## src/rtl/jam_gen.sv

```systemverilog
// Exhaustive assignment search: walks all N! permutations, summing ROM costs and tracking min/tie count.
// Optional macro JAM_BEST_PERM_EN compiles in the first-minimal-permutation capture register (BestPerm).
`timescale 1ns/1ps
module jam_gen #(
  parameter int N  = 8,
  parameter int CW = 7,
  parameter int SW = CW + 3
) (
  input  logic          CLK,
  input  logic          RST_N,
  input  logic          START,
  output logic [2:0]    W,
  output logic [2:0]    J,
  input  logic [CW-1:0] Cost,
  output logic [SW-1:0] MinCost,
  output logic [15:0]   MatchCount,
  output logic [23:0]   BestPerm,
  output logic          Valid,
  output logic          Busy
);

  typedef enum logic [1:0] {IDLE, LOAD, NEXT, DONE} state_t;

  state_t        state_q, state_d;
  logic [2:0]    k_q, k_d;
  logic [SW-1:0] sum_q, sum_d;
  logic [SW-1:0] min_q, min_d;
  logic [SW-1:0] total;
  logic [15:0]   cnt_q, cnt_d;
  logic [2:0]    perm_q [8];
  logic [2:0]    perm_d [8];
  logic [2:0]    ident [8];
  logic [2:0]    swp_arr [8];
  logic [2:0]    succ [8];
  logic [2:0]    piv, swp;
  logic          has_asc;
  logic          last_k;

  // Arrays are sized 8 so a 3-bit index is always exact; entries at and above N stay 0.
  always_comb begin
    for (int k = 0; k < 8; k++) begin
      ident[k] = (k < N) ? 3'(k) : 3'd0;
    end
  end

  assign last_k = (k_q == 3'(N - 1));
  assign total  = sum_q + SW'(Cost);

  // Lexicographic successor; has_asc==0 means perm_q is the final (descending) permutation.
  always_comb begin
    has_asc = 1'b0;
    piv     = '0;
    swp     = '0;
    for (int i = 0; i < N - 1; i++) begin
      if (perm_q[i] < perm_q[i+1]) begin
        has_asc = 1'b1;
        piv     = 3'(i);
      end
    end
    for (int j = 0; j < N; j++) begin
      if ((3'(j) > piv) && (perm_q[j] > perm_q[piv])) begin
        swp = 3'(j);
      end
    end
    for (int k = 0; k < 8; k++) begin
      swp_arr[k] = perm_q[k];
    end
    swp_arr[piv] = perm_q[swp];
    swp_arr[swp] = perm_q[piv];
    for (int k = 0; k < 8; k++) begin
      if ((k > int'(piv)) && (k < N)) begin
        succ[k] = swp_arr[3'(N + int'(piv) - k)];
      end else begin
        succ[k] = swp_arr[k];
      end
    end
  end

  always_comb begin
    state_d = state_q;
    case (state_q)
      IDLE:    if (START) state_d = LOAD;
      LOAD:    if (last_k) state_d = has_asc ? NEXT : DONE;
      NEXT:    state_d = LOAD;
      DONE:    state_d = IDLE;
      default: state_d = IDLE;
    endcase
  end

`ifdef JAM_BEST_PERM_EN
  logic [2:0]  best_q [8];
  logic [2:0]  best_d [8];
  logic [23:0] best_vec;
`endif

  always_comb begin
    k_d    = k_q;
    sum_d  = sum_q;
    min_d  = min_q;
    cnt_d  = cnt_q;
    perm_d = perm_q;
`ifdef JAM_BEST_PERM_EN
    best_d = best_q;
`endif
    case (state_q)
      IDLE: begin
        if (START) begin
          k_d    = '0;
          sum_d  = '0;
          min_d  = '1;
          cnt_d  = '0;
          perm_d = ident;
`ifdef JAM_BEST_PERM_EN
          for (int k = 0; k < 8; k++) best_d[k] = 3'd0;
`endif
        end
      end
      LOAD: begin
        sum_d = total;
        k_d   = k_q + 3'd1;
        if (last_k) begin
          k_d   = '0;
          sum_d = '0;
          if (total < min_q) begin
            min_d = total;
            cnt_d = 16'd1;
`ifdef JAM_BEST_PERM_EN
            best_d = perm_q;
`endif
          end else if (total == min_q) begin
            cnt_d = cnt_q + 16'd1;
          end
        end
      end
      NEXT: begin
        perm_d = succ;
        sum_d  = '0;
      end
      default: ;
    endcase
  end

  always_ff @(posedge CLK or negedge RST_N) begin
    if (!RST_N) begin
      state_q <= IDLE;
      k_q     <= '0;
      sum_q   <= '0;
      min_q   <= '1;
      cnt_q   <= '0;
      for (int k = 0; k < 8; k++) perm_q[k] <= (k < N) ? 3'(k) : 3'd0;
`ifdef JAM_BEST_PERM_EN
      for (int k = 0; k < 8; k++) best_q[k] <= 3'd0;
`endif
    end else begin
      state_q <= state_d;
      k_q     <= k_d;
      sum_q   <= sum_d;
      min_q   <= min_d;
      cnt_q   <= cnt_d;
      perm_q  <= perm_d;
`ifdef JAM_BEST_PERM_EN
      best_q  <= best_d;
`endif
    end
  end

  always_comb begin
    W = '0;
    J = '0;
    if (state_q == LOAD) begin
      W = k_q;
      J = perm_q[k_q];
    end
    Valid = (state_q == DONE);
    Busy  = (state_q != IDLE);
  end

  assign MinCost    = min_q;
  assign MatchCount = cnt_q;

`ifdef JAM_BEST_PERM_EN
  always_comb begin
    best_vec = '0;
    for (int w = 0; w < N; w++) begin
      best_vec[3*w +: 3] = best_q[w];
    end
  end
  assign BestPerm = best_vec;
`else
  assign BestPerm = '0;
`endif

endmodule

```

## config.mk

```make
export PLATFORM = sky130hd
export DESIGN_NAME = jam_gen
export DESIGN_NICKNAME = d
export VERILOG_FILES = /design/src/rtl/jam_gen.sv
export SDC_FILE = /design/constraint.sdc
export NUM_CORES = 1
export LEC_CHECK = 0
export BUFFER_PORTS_ARGS = -buffer_cell sky130_fd_sc_hd__buf_2
export CORE_MARGIN = 5
export CORE_UTILIZATION = 47
export CTS_CLUSTER_SIZE = 40
export DETAILED_ROUTE_END_ITERATION = 6
export PLACE_DENSITY = 0.64
export SYNTH_ARGS = -nofsm -noshare
export SYNTH_HDL_FRONTEND = slang
export SYNTH_SLANG_ARGS = --single-unit
```

## constraint.sdc

```tcl
create_clock -name CLK -period 7.7 [get_ports CLK]
set_input_delay 0.385 -clock CLK [delete_from_list [all_inputs] [get_ports CLK]]
set_output_delay 0.385 -clock CLK [all_outputs]
set_load 0.005 [all_outputs]
```

==> impl_summary.log, run 1 <==
INFO  metric routed_wirelength = 27.44 mm
INFO  metric tns_setup = 0 ns
INFO  metric hold_path_class = in -> async
INFO  metric synth_seq_area_share = 22.30%
INFO  metric synth_top_area_share = 14.50%
INFO  metric timing.setup.critical_path_class = reg -> reg
INFO  metric placeableCoreArea = 15,660 um^2
INFO  metric fraction_of_registers_with_async_set_or_reset_after_synthesis = 100.0%
INFO  metric finalSetupViolCount = 0
INFO  metric worst_slew_pin_slew = 1.199 ns
INFO  metric postCtsSetupBuffers = 0
INFO  metric drt-vias-per-instance = 6.479
INFO  metric maximum_number_of_pins_on_one_net_before_global_route_repair = 66
INFO  metric gp_congestion = 1.053
INFO  metric critical_path_arrival = 7.28 ns
INFO  metric layout_setup_ws = 0.6569 ns
INFO  metric fp_rows = 46
INFO  metric slowest_stage = o22ai_2
INFO  metric grt_util_all_layers = 29.75%
INFO  metric hold_viol_final = 0
INFO  metric finalCritPeriodShare = 91.47%
INFO  metric status = finished, final reports clean
INFO  metric ys_warn_count = 0
INFO  metric clock_path_buffers = 2
INFO  metric vias_in_the_first_global_route = 6,962
INFO  metric cp_data_required_time = 7.94 ns
INFO  metric ratio_of_cells_with_drive_above_1_in_the_final_layout = 17.09%
INFO  metric postSynthAreaPerCell = 8.063 um^2
INFO  metric synth.cell_area = 7418 um^2
INFO  metric synth-seq-cells = 65
INFO  metric fill_cells = 1,536
INFO  metric drt-wirelength-per-cell = 23.45 um
INFO  metric critical_path.cell_chain = inv_1 > ha_1 > a21oi_1 > o21ai_0 > a211oi_1 > or2_1 > buf_4 > o21ai_0 > a221oi_1 > a21oi_1 > inv_1 > buf_4 > ha_1 > inv_1 > a31oi_1 > a311oi_4 > a21oi_4 > nand4_2 > o22ai_2 > o21ai_1 > a32oi_1 > o21ai_1 > o311ai_1
INFO  metric cts-buffers-inserted = 9
INFO  metric cts_repair_resize_count = 0
INFO  metric slew-limit-headroom = 19.55%
INFO  metric synthesis.instances = 920
INFO  metric detail_route.iter0.violations = 909
INFO  metric finalClockSkew = 0.01050 ns
INFO  metric cts_hold_buf = 0
INFO  metric design.die.area = 18,400 um^2
INFO  metric portBuffers = 43
INFO  metric grt_overflow = 0
INFO  metric end_kind = flop
INFO  metric drv_cap = 0
INFO  metric antenna_found_initial = 0
INFO  metric postPlaceCellArea = 7781 um^2
INFO  metric clk_root_buffer_cell = clkbuf_16
INFO  metric die_y = 135.6 um
INFO  metric pre_cts_setup_slack = 1.004 ns
INFO  metric timing.final.crit_period = 7.043 ns
INFO  metric final-max-slew-violation-count = 0
INFO  metric crit_path_start_kind = flop
INFO  metric floorplan.initialDensity = 47.39%
INFO  metric drt_pre_antenna_iters = 5
INFO  metric cts_tree = built
INFO  metric antennaDiodeCount = 0
INFO  metric upper_clock_frequency_limit = 0.1420 GHz
INFO  metric synth_cell_type_count = 96
INFO  metric final_design_area_no_fill = 8063 um^2
INFO  metric nets = 1,016
INFO  metric critical_path.most_common_cell = inv_1
INFO  metric detail-route-antenna-nets = 0
INFO  metric tritoncts_num_sinks = 65
INFO  metric area_used_by_multi_input_combinational_logic = 5281 um^2
INFO  metric crit_fanout = 16
INFO  metric seq_area = 1654 um^2
INFO  metric rsz_0062_raised_after_global_routing = no
INFO  metric clock_latency = 0.34 ns
INFO  metric cp_slowest_stage_delay = 0.54 ns
INFO  metric flow.area_growth_from_synthesis = 8.686%
INFO  metric die_w = 135.6 um
INFO  metric postSynth.topFlopCell = dfrtp_1
INFO  metric synthTopCellsByArea = dfrtp_1, ha_1, dfstp_2, o21ai_0, nand2_1
INFO  metric number_of_flops_mapped_to_enable_cells_by_yosys = 0
INFO  metric cts.clk_slew.worst_paths = 0.07 ns
INFO  metric htree_num_levels = 3
INFO  metric io_pins = 68
INFO  metric drt_drc_violations_left = 0
INFO  metric grt_first_pass_wirelength = 41.63 mm
INFO  metric hpwlAfterDp = 20.27 mm
INFO  metric yosys.area.top_type = dfrtp_1
INFO  metric vias_after_detailed_routing = 7,581
layout make-up:
cell class	instances	area share (%)
timing repair buffer	66	4.811
clock buffer	10	2.964
tap	216	3.352
inverter	50	2.328
multi-input combinational	757	65.50
clock inverter	6	0.5276
sequential	65	20.52
registers in the layout (all words and copies together), names as in the netlist:
name and count:
MinCost 10, MatchCount 16, sum_q 10, perm_q 24, state_q 2, k_q 3
synthesized netlist by cell type (15+ instances only):
library cell and n:
nand2_1 87, clkbuf_1 35, a21oi_1 61, nand2b_1 15, mux2i_1 29, nor2_1 87, a31oi_1 24, dfstp_2 22
o21ai_0 78, o21ai_1 17, dfrtp_1 43, buf_4 25, ha_1 56, inv_1 47
critical path, delay by kind of cell, from the launching register on:
| kind | cells | cell delay, ns |
|---|---|---|
| AO/OA/AOI/OAI | 14 | 3.74 |
| flip-flops | 1 | 0.52 |
| AND/OR/NAND/NOR | 2 | 0.89 |
| adder cells (fa/ha/maj) | 2 | 0.54 |
| buffers and inverters | 5 | 1.21 |
through the flow:
step           hold slack, ns  utilization [%]  instances
2_1_floorplan         0.08941                -        943
3_3_place_gp           0.4703            49.70       1154
3_5_place_dp           0.4683            49.70       1154
4_1_cts                0.2808            51.50       1170
5_1_grt                0.3114            51.50       1170
6_report               0.2286            51.50       1170
metal layers:
metal	global-route usage [%]	routed length (um)	up-vias
li1	-	-	3446
met1	38.39	10750	3527
met2	46.49	12060	481
met3	6.389	2885	127
met4	16.18	1745	0
met5	0	0	-
worst paths after layout:
| check | startpoint | to | slack (ns) | cells after the start |
|---|---|---|---|---|
| max | perm_q[14]$_DFFE_PN0P_ | perm_q[17]$_DFFE_PN0P_ | 0.66 | 23 |
| min reg2reg | MatchCount[15]$_DFFE_PN0P_ | MatchCount[15]$_DFFE_PN0P_ | 0.48 | 1 |
| min | RST_N | sum_q[6]$_DFFE_PN0P_ | 0.23 | 2 |
| min in group CLK | MatchCount[15]$_DFFE_PN0P_ | MatchCount[15]$_DFFE_PN0P_ | 0.48 | 1 |
| max in group asynchronous | RST_N | perm_q[20]$_DFFE_PN0P_ | 6.85 | 2 |
| max reg2reg | perm_q[14]$_DFFE_PN0P_ | perm_q[17]$_DFFE_PN0P_ | 0.66 | 23 |
cells by family after synthesis:
| kind of cell | synth area share (%) |
|---|---|
| compound gates | 30.34 |
| xor+xnor | 1.653 |
| fa+ha+maj | 9.715 |
| buf+inv | 7.674 |
| flops | 22.30 |
| mux | 8.973 |
| other cells | 0.05055 |
| simple gates | 19.30 |
cell usage in the layout, fill, tap and decap left out, types with 4 or more instances in the layout:
master,n
a21o_1,8
nand2b_1,15
clkbuf_16,9
xor2_1,7
mux2_2,6
o31ai_1,12
nand4_1,14
o211ai_1,8
o22ai_1,8
a211oi_1,6
a21oi_1,61
nor3_1,14
o21ai_0,78
o221ai_1,8
a22o_1,9
nand2_1,87
o32ai_1,5
dfstp_2,22
o21bai_1,7
conb_1,24
nor2b_1,11
dfrtp_1,43
nor2_1,87
o21ai_1,17
a221oi_1,4
mux4_2,13
and3_1,14
nand3_1,14
and2_1,9
xnor2_1,7
buf_2,43
buf_4,23
a22oi_1,5
ha_1,56
o21a_1,12
inv_1,47
o311a_1,4
a31oi_1,24
mux2i_1,29
Power of run 1 is not shown: default switching activity piles up to over one toggle a cycle in this logic, so the estimate is an artifact.
==> run 2: changes to the inputs <==
==> config.mk (replaced) <==
export PLATFORM = sky130hd
export DESIGN_NAME = jam_gen
export DESIGN_NICKNAME = d
export VERILOG_FILES = /design/src/rtl/jam_gen.sv
export SDC_FILE = /design/constraint.sdc
export NUM_CORES = 1
export LEC_CHECK = 0
export CORE_MARGIN = 5
export CORE_UTILIZATION = 44
export CTS_CLUSTER_SIZE = 40
export DETAILED_ROUTE_END_ITERATION = 6
export DONT_BUFFER_PORTS = 1
export PLACE_DENSITY = 0.58
export SYNTH_ARGS = -nofsm -noshare
export SYNTH_HDL_FRONTEND = slang
export SYNTH_SLANG_ARGS = --single-unit
==> impl_summary.log, run 2 (synthesis gave the netlist of run 1 again) <==
INFO  metric detail_route.iter0.violations = 777 (-15%)
INFO  metric rsz_0062_raised_after_global_routing = no
INFO  metric drt-wirelength-per-cell = 24.22 um (+3.3%)
INFO  metric io_pins = 68 (unchanged)
INFO  metric r2r_setup_slack = 0.40 ns (-0.25 ns)
INFO  metric drt-vias-per-instance = 6.574 (+1.5%)
INFO  metric ratio_of_cells_with_drive_above_1_in_the_final_layout = 13.03% (-4.1 points)
INFO  metric status = finished, final reports clean
INFO  metric routed_wirelength = 27.44 mm (about the same)
INFO  metric htree_num_levels = 3 (unchanged)
INFO  metric fp_rows = 47 (+2.2%)
INFO  metric most-common-layout-cells = nor2_1, nand2_1, o21ai_0
INFO  metric hpwlAfterDp = 20.32 mm (+0.24%)
INFO  metric finalCritPeriodShare = 94.75% (+3.3 points)
INFO  metric grt_first_pass_wirelength = 41.88 mm (+0.60%)
INFO  metric clock_latency = 0.34 ns (about the same)
INFO  metric fill_cells = 1,687 (+9.8%)
INFO  metric flip_flop_count_of_the_largest_register_all_copies_and_words_added = 24 (unchanged)
INFO  metric finalClockSkew = 0.01102 ns (+0.0005136 ns)
INFO  metric regMostFlops = perm_q
INFO  metric cts_tree = built
INFO  metric grt_overflow = 0 (unchanged)
INFO  metric drv_cap = 0 (unchanged)
INFO  metric detail-route-antenna-nets = 0 (unchanged)
INFO  metric antennaDiodeCount = 0 (unchanged)
INFO  metric floorplan.initialDensity = 44.73% (-2.7 points)
INFO  metric antenna_found_initial = 0 (unchanged)
INFO  metric rr_startpoint = perm_q[2]$_DFFE_PN1P_
INFO  metric tns_setup = 0 ns (unchanged)
INFO  metric upper_clock_frequency_limit = 0.1371 GHz (-3.5%)
INFO  metric design.die.area = 19,560 um^2 (+6.3%)
INFO  metric portBuffers = 0 (-100%)
INFO  metric crit_fanout = 19 (+3)
INFO  metric finalSetupViolCount = 0 (unchanged)
INFO  metric cts-buffers-inserted = 9 (unchanged)
INFO  metric final-max-slew-violation-count = 0 (unchanged)
INFO  metric worst_slew_pin_slew = 1.149 ns (-0.04958 ns)
INFO  metric cp_data_required_time = 7.90 ns (-0.04 ns)
INFO  metric placeableCoreArea = 16,580 um^2 (+5.9%)
INFO  metric cts.clk_slew.worst_paths = 0.06 ns (about the same)
INFO  metric drt_pre_antenna_iters = 5 (unchanged)
INFO  metric maximum_number_of_pins_on_one_net_before_global_route_repair = 66 (unchanged)
INFO  metric clock_path_buffers = 2 (unchanged)
INFO  metric min_delay_path_depth = 3
INFO  metric nets = 975 (-4.0%)
INFO  metric hold_end = k_q[0]$_DFFE_PN0P_
INFO  metric timing.final.crit_period = 7.296 ns (+0.2527 ns)
INFO  metric grt_util_all_layers = 27.32% (-2.4 points)
INFO  metric drt_drc_violations_left = 0 (unchanged)
INFO  metric regToRegEndpoint = perm_q[5]$_DFFE_PN1P_
INFO  metric clk_root_buffer_cell = clkbuf_16
INFO  metric vias_in_the_first_global_route = 6,745 (-3.1%)
INFO  metric critical_path_arrival = 7.49 ns (+0.21 ns)
INFO  metric hold_path_class = in -> reg
INFO  metric slew-limit-headroom = 22.88% (+3.3 points)
INFO  metric cts_repair_resize_count = 0 (unchanged)
INFO  metric vias_after_detailed_routing = 7,448 (-1.8%)
INFO  metric rr_worst_depth = 21 (-8.7%)
INFO  metric die_w = 139.8 um (+3.1%)
INFO  metric end_kind = flop
INFO  metric hold_viol_final = 0 (unchanged)
INFO  metric timing.setup.critical_path_class = reg -> reg
INFO  metric die_y = 139.8 um (+3.1%)
INFO  metric worst_hold_path_startpoint = START
INFO  metric tritoncts_num_sinks = 65 (unchanged)
INFO  metric gp_congestion = 1.011 (-4.0%)
INFO  metric flow.area_growth_from_synthesis = 6.763%
INFO  metric crit_path_start_kind = flop
[run 2: changes by cell type in the layout (fill, tap and decap cells not counted), sizes merged]
cell         change
clkbuf           +4
clkinvlp         -1
dlygate4sd3      +1
bufinv           +1
inv              -1
clkinv           -3
buf             -42
[run 2: how the worst max path moves through the flow]
stage               slack [ns]  depth (start not counted)             startpoint                    end
floorplan                 2.29                         24  perm_q[1]$_DFFE_PN1P_  perm_q[3]$_DFFE_PN0P_
global placement          0.79                         21  perm_q[2]$_DFFE_PN1P_  perm_q[5]$_DFFE_PN1P_
detailed placement        0.75                         21  perm_q[2]$_DFFE_PN1P_  perm_q[5]$_DFFE_PN1P_
CTS                       0.74                         21  perm_q[2]$_DFFE_PN1P_  perm_q[5]$_DFFE_PN1P_
global route              0.28                         23  perm_q[2]$_DFFE_PN1P_  perm_q[5]$_DFFE_PN1P_
finish                    0.40                         21  perm_q[2]$_DFFE_PN1P_  perm_q[5]$_DFFE_PN1P_
[run 2: per-stage QoR]
stage	worst slack, ns	hold WS [ns]	area (um^2)	util, %	cells
after detailed placement	0.7494	0.09113	7571	45.65	1115
final	0.4042	0.3257	7920	47.76	1133
after global placement	0.7916	0.09110	7571	45.65	1115
after CTS	0.7410	0.3214	7920	47.76	1133
after floorplan	2.290	0.08941	7505	-	943
after global routing	0.2754	0.3609	7920	47.76	1133
[run 2: layer usage]
metal | vias to the layer above | share of wire, % | track usage (%) | routed length (um)
li1 | 3360 | - | - | -
met1 | 3531 | 40 | 36.36 | 11070
met2 | 461 | 44 | 42.06 | 12080
met3 | 96 | 10 | 6.655 | 2793
met4 | 0 | 5.4 | 12.19 | 1493
met5 | - | 0 | 0 | 0
[run 2: worst max-delay path: stages, from the launching register on]
cell       delay, ns
dfstp_2         0.61
inv_1           0.06
ha_1            0.30
a21oi_1         0.17
o21a_1          0.56
a21o_4          0.21
nor2_4          0.04
inv_2           0.32
nor2_1          0.15
a221oi_1        0.31
a31o_2          0.42
inv_1           0.35
ha_1            0.42
a31oi_1         0.29
a311oi_4        0.20
a21oi_4         0.49
nand4_2         0.49
o22ai_2         0.62
o21bai_1        0.14
a22oi_1         0.30
a2111oi_0       0.19
a311oi_1        0.48
[run 2: what timing repair did]
item / CTS / global route
setup buffers: 0 / 0
hold endpoints to repair: 65 / 0
hold buffers: 2 / 0
[run 2: layout make-up]
type | instances | area (um^2) | share of cell area [%]
Multi-Input combinational cell | 757 | 5281 | 66.68
Inverter | 50 | 187.7 | 2.370
Clock buffer | 14 | 274.0 | 3.460
Tap cell | 220 | 275.3 | 3.476
Timing Repair Buffer | 25 | 210.2 | 2.654
Clock inverter | 2 | 37.54 | 0.4739
Sequential cell | 65 | 1654 | 20.88
Power of run 2 is left out for the same reason.
==> run 3: changes to the inputs <==
--- a/config.mk
+++ b/config.mk
@@ -10,7 +10,7 @@
 export CTS_CLUSTER_SIZE = 40
 export DETAILED_ROUTE_END_ITERATION = 6
 export DONT_BUFFER_PORTS = 1
-export PLACE_DENSITY = 0.58
+export PLACE_DENSITY = 0.6
 export SYNTH_ARGS = -nofsm -noshare
 export SYNTH_HDL_FRONTEND = slang
 export SYNTH_SLANG_ARGS = --single-unit
==> constraint.sdc (replaced) <==
create_clock -name CLK -period 6.3 [get_ports CLK]
set_input_delay 0.315 -clock CLK [delete_from_list [all_inputs] [get_ports CLK]]
set_output_delay 0.315 -clock CLK [all_outputs]
set_load 0.005 [all_outputs]
==> impl_summary.log, run 3 (synthesis gave the netlist of run 1 again) <==
INFO  metric fill_cells = 1,600 (-5.2%)
INFO  metric floorplan.initialDensity = 44.73% (unchanged)
INFO  metric tns_setup = 0 ns (unchanged)
INFO  metric crit_path_start_kind = flop
INFO  metric drt-wirelength-per-cell = 24.04 um (-0.71%)
INFO  metric tritoncts_num_sinks = 65 (unchanged)
INFO  metric slowest_stage = dfstp_2
INFO  metric layout.cells.most_common = nor2_1
INFO  metric detail_route.iter0.violations = 893 (+15%)
INFO  metric gp_congestion = 1.002 (-0.89%)
INFO  metric cp_slowest_stage_delay = 0.68 ns (+0.06 ns)
INFO  metric status = finished, final reports clean
INFO  metric upper_clock_frequency_limit = 0.1642 GHz (+20%)
INFO  metric timing.setup.critical_path_class = reg -> reg
INFO  metric area_used_by_multi_input_combinational_logic = 5394 um^2 (+2.1%)
INFO  metric portBuffers = 0 (unchanged)
INFO  metric maximum_number_of_pins_on_one_net_before_global_route_repair = 66 (unchanged)
INFO  metric drt-vias-per-instance = 6.583 (+0.14%)
INFO  metric critical_path_arrival = 6.36 ns (-1.13 ns)
INFO  metric vias_in_the_first_global_route = 7,037 (+4.3%)
INFO  metric detail-route-antenna-nets = 0 (unchanged)
INFO  metric antenna_found_initial = 0 (unchanged)
INFO  metric clock_path_buffers = 2 (unchanged)
INFO  metric post-place-cells = 1,139 (+2.2%)
INFO  metric critPathLaunch = perm_q[4]$_DFFE_PN1P_
INFO  metric worst_hold_path_startpoint = START
INFO  metric rsz_0062_raised_after_global_routing = no
INFO  metric design.die.area = 19,560 um^2 (unchanged)
INFO  metric routed_wirelength = 28.06 mm (+2.3%)
INFO  metric nets = 1,009 (+3.5%)
INFO  metric hpwlAfterDp = 20.92 mm (+3.0%)
INFO  metric flip_flop_count_of_the_largest_register_all_copies_and_words_added = 24 (unchanged)
INFO  metric final-max-slew-violation-count = 0 (unchanged)
INFO  metric critical_path.cell_chain = inv_1 > ha_1 > nand2_1 > o21ai_2 > o211a_4 > nor2_4 > inv_2 > mux2i_1 > nand2_1 > a31o_2 > inv_1 > ha_1 > nand2_1 > o21bai_1 > o2111ai_1 > a2bb2oi_4 > a21o_1 > nor3_4 > mux2i_1 > mux4_2 > mux2i_1 > o22ai_1 > a22oi_1
INFO  metric timing.final.crit_period = 6.091 ns (-1.205 ns)
INFO  metric clock_latency = 0.35 ns (about the same)
INFO  metric cp_data_required_time = 6.57 ns (-1.33 ns)
INFO  metric flow.area_growth_from_synthesis = 12.21%
INFO  metric ratio_of_cells_with_drive_above_1_in_the_final_layout = 17.85% (+4.8 points)
INFO  metric drv_cap = 0 (unchanged)
INFO  metric antennaDiodeCount = 0 (unchanged)
INFO  metric crit_fanout = 13 (-6)
INFO  metric fp_rows = 47 (unchanged)
INFO  metric end_kind = flop
INFO  metric grt_first_pass_wirelength = 42.48 mm (+1.4%)
INFO  metric cts.clk_slew.worst_paths = 0.07 ns (about the same)
INFO  metric die_y = 139.8 um (unchanged)
INFO  metric clk_root_buffer_cell = clkbuf_16
INFO  metric instances_no_fill = 1,167 (+3.0%)
INFO  metric worst_slew_pin_slew = 0.8519 ns (-0.2972 ns)
INFO  metric cts_tree = built
INFO  metric vias_after_detailed_routing = 7,682 (+3.1%)
INFO  metric seq_area = 1654 um^2 (unchanged)
INFO  metric cts-buffers-inserted = 9 (unchanged)
INFO  metric finalClockSkew = 0.008972 ns (-0.002046 ns)
INFO  metric rr_startpoint = perm_q[4]$_DFFE_PN1P_
INFO  metric io_pins = 68 (unchanged)
INFO  metric htree_num_levels = 3 (unchanged)
INFO  metric finalSetupViolCount = 0 (unchanged)
INFO  metric grt_util_all_layers = 27.80% (+0.48 points)
INFO  metric grt_overflow = 0 (unchanged)
INFO  metric slew-limit-headroom = 43.20% (+20 points)
INFO  metric worstPathBufferInverterCount = 3 (unchanged)
INFO  metric finalCritPeriodShare = 96.68% (+1.9 points)
INFO  metric placeableCoreArea = 16,580 um^2 (unchanged)
INFO  metric hold_viol_final = 0 (unchanged)
INFO  metric path_delay_family = compound AO/OA/AOI/OAI gates
INFO  metric regMostFlops = perm_q
INFO  metric drt_pre_antenna_iters = 6 (+1)
INFO  metric drt_drc_violations_left = 0 (unchanged)
INFO  metric die_w = 139.8 um (unchanged)
INFO  metric most-common-layout-cells = nor2_1, nand2_1, o21ai_0
INFO  metric hold_path_class = in -> reg
run 3: layer usage:
layer | track usage (%) | share of wire (%) | up-vias
met5 | 0 | 0 | -
met4 | 12.54 | 5.7 | 0
met3 | 5.489 | 11 | 109
met2 | 43.66 | 44 | 520
met1 | 37.02 | 39 | 3624
li1 | - | - | 3429
run 3: worst reg2reg max path: cells and delay by family (launching register included):
family	cells	cell delay (ns)
AO/OA/AOI/OAI	9	2.03
multiplexers	4	1.25
AND/OR/NAND/NOR	5	0.73
flip-flops	1	0.68
buffers and inverters	3	0.67
adder cells (fa/ha/maj)	2	0.66
run 3: repair_timing:
item	in CTS	in global routing
hold buffers	2	0
gates resized for setup	0	22
endpoints found under the hold margin	65	0
setup buffers	0	8
endpoints found under the setup margin	0	21
run 3: cell type report:
cell class                 instances  share of cell area (%)
clock inverter                     7                   1.503
timing repair buffer              57                   5.561
multi-input combinational        759                   64.80
inverter                          50                   2.255
clock buffer                       9                   2.706
tap                              220                   3.307
sequential                        65                   19.87
run 3: final timing paths:
check,end,slack [ns],cells after the start
hold / removal,MatchCount[14]$_DFFE_PN0P_,0.25,2
max in group asynchronous,MinCost[9]$_DFFE_PN1P_,5.41,2
hold reg to reg,sum_q[0]$_DFFE_PN0P_,0.50,2
setup / recovery,perm_q[8]$_DFFE_PN1P_,0.21,23
min in group asynchronous,perm_q[10]$_DFFE_PN0P_,0.55,2
setup reg to reg,perm_q[8]$_DFFE_PN1P_,0.21,23
run 3: through the flow:
stage | setup slack [ns] | util, % | hold WS, ns | cell area [um^2]
floorplan | 0.8902 | - | 0.01941 | 7505
detailed placement | 0.1917 | 46.82 | 0.02107 | 7764
global placement | 0.1565 | 46.82 | 0.02101 | 7764
finish | 0.2089 | 50.20 | 0.2523 | 8324
global route | 0.03649 | 50.20 | 0.2790 | 8324
CTS | 0.1717 | 49.16 | 0.2506 | 8152
Power of run 3 is left out for the same reason.
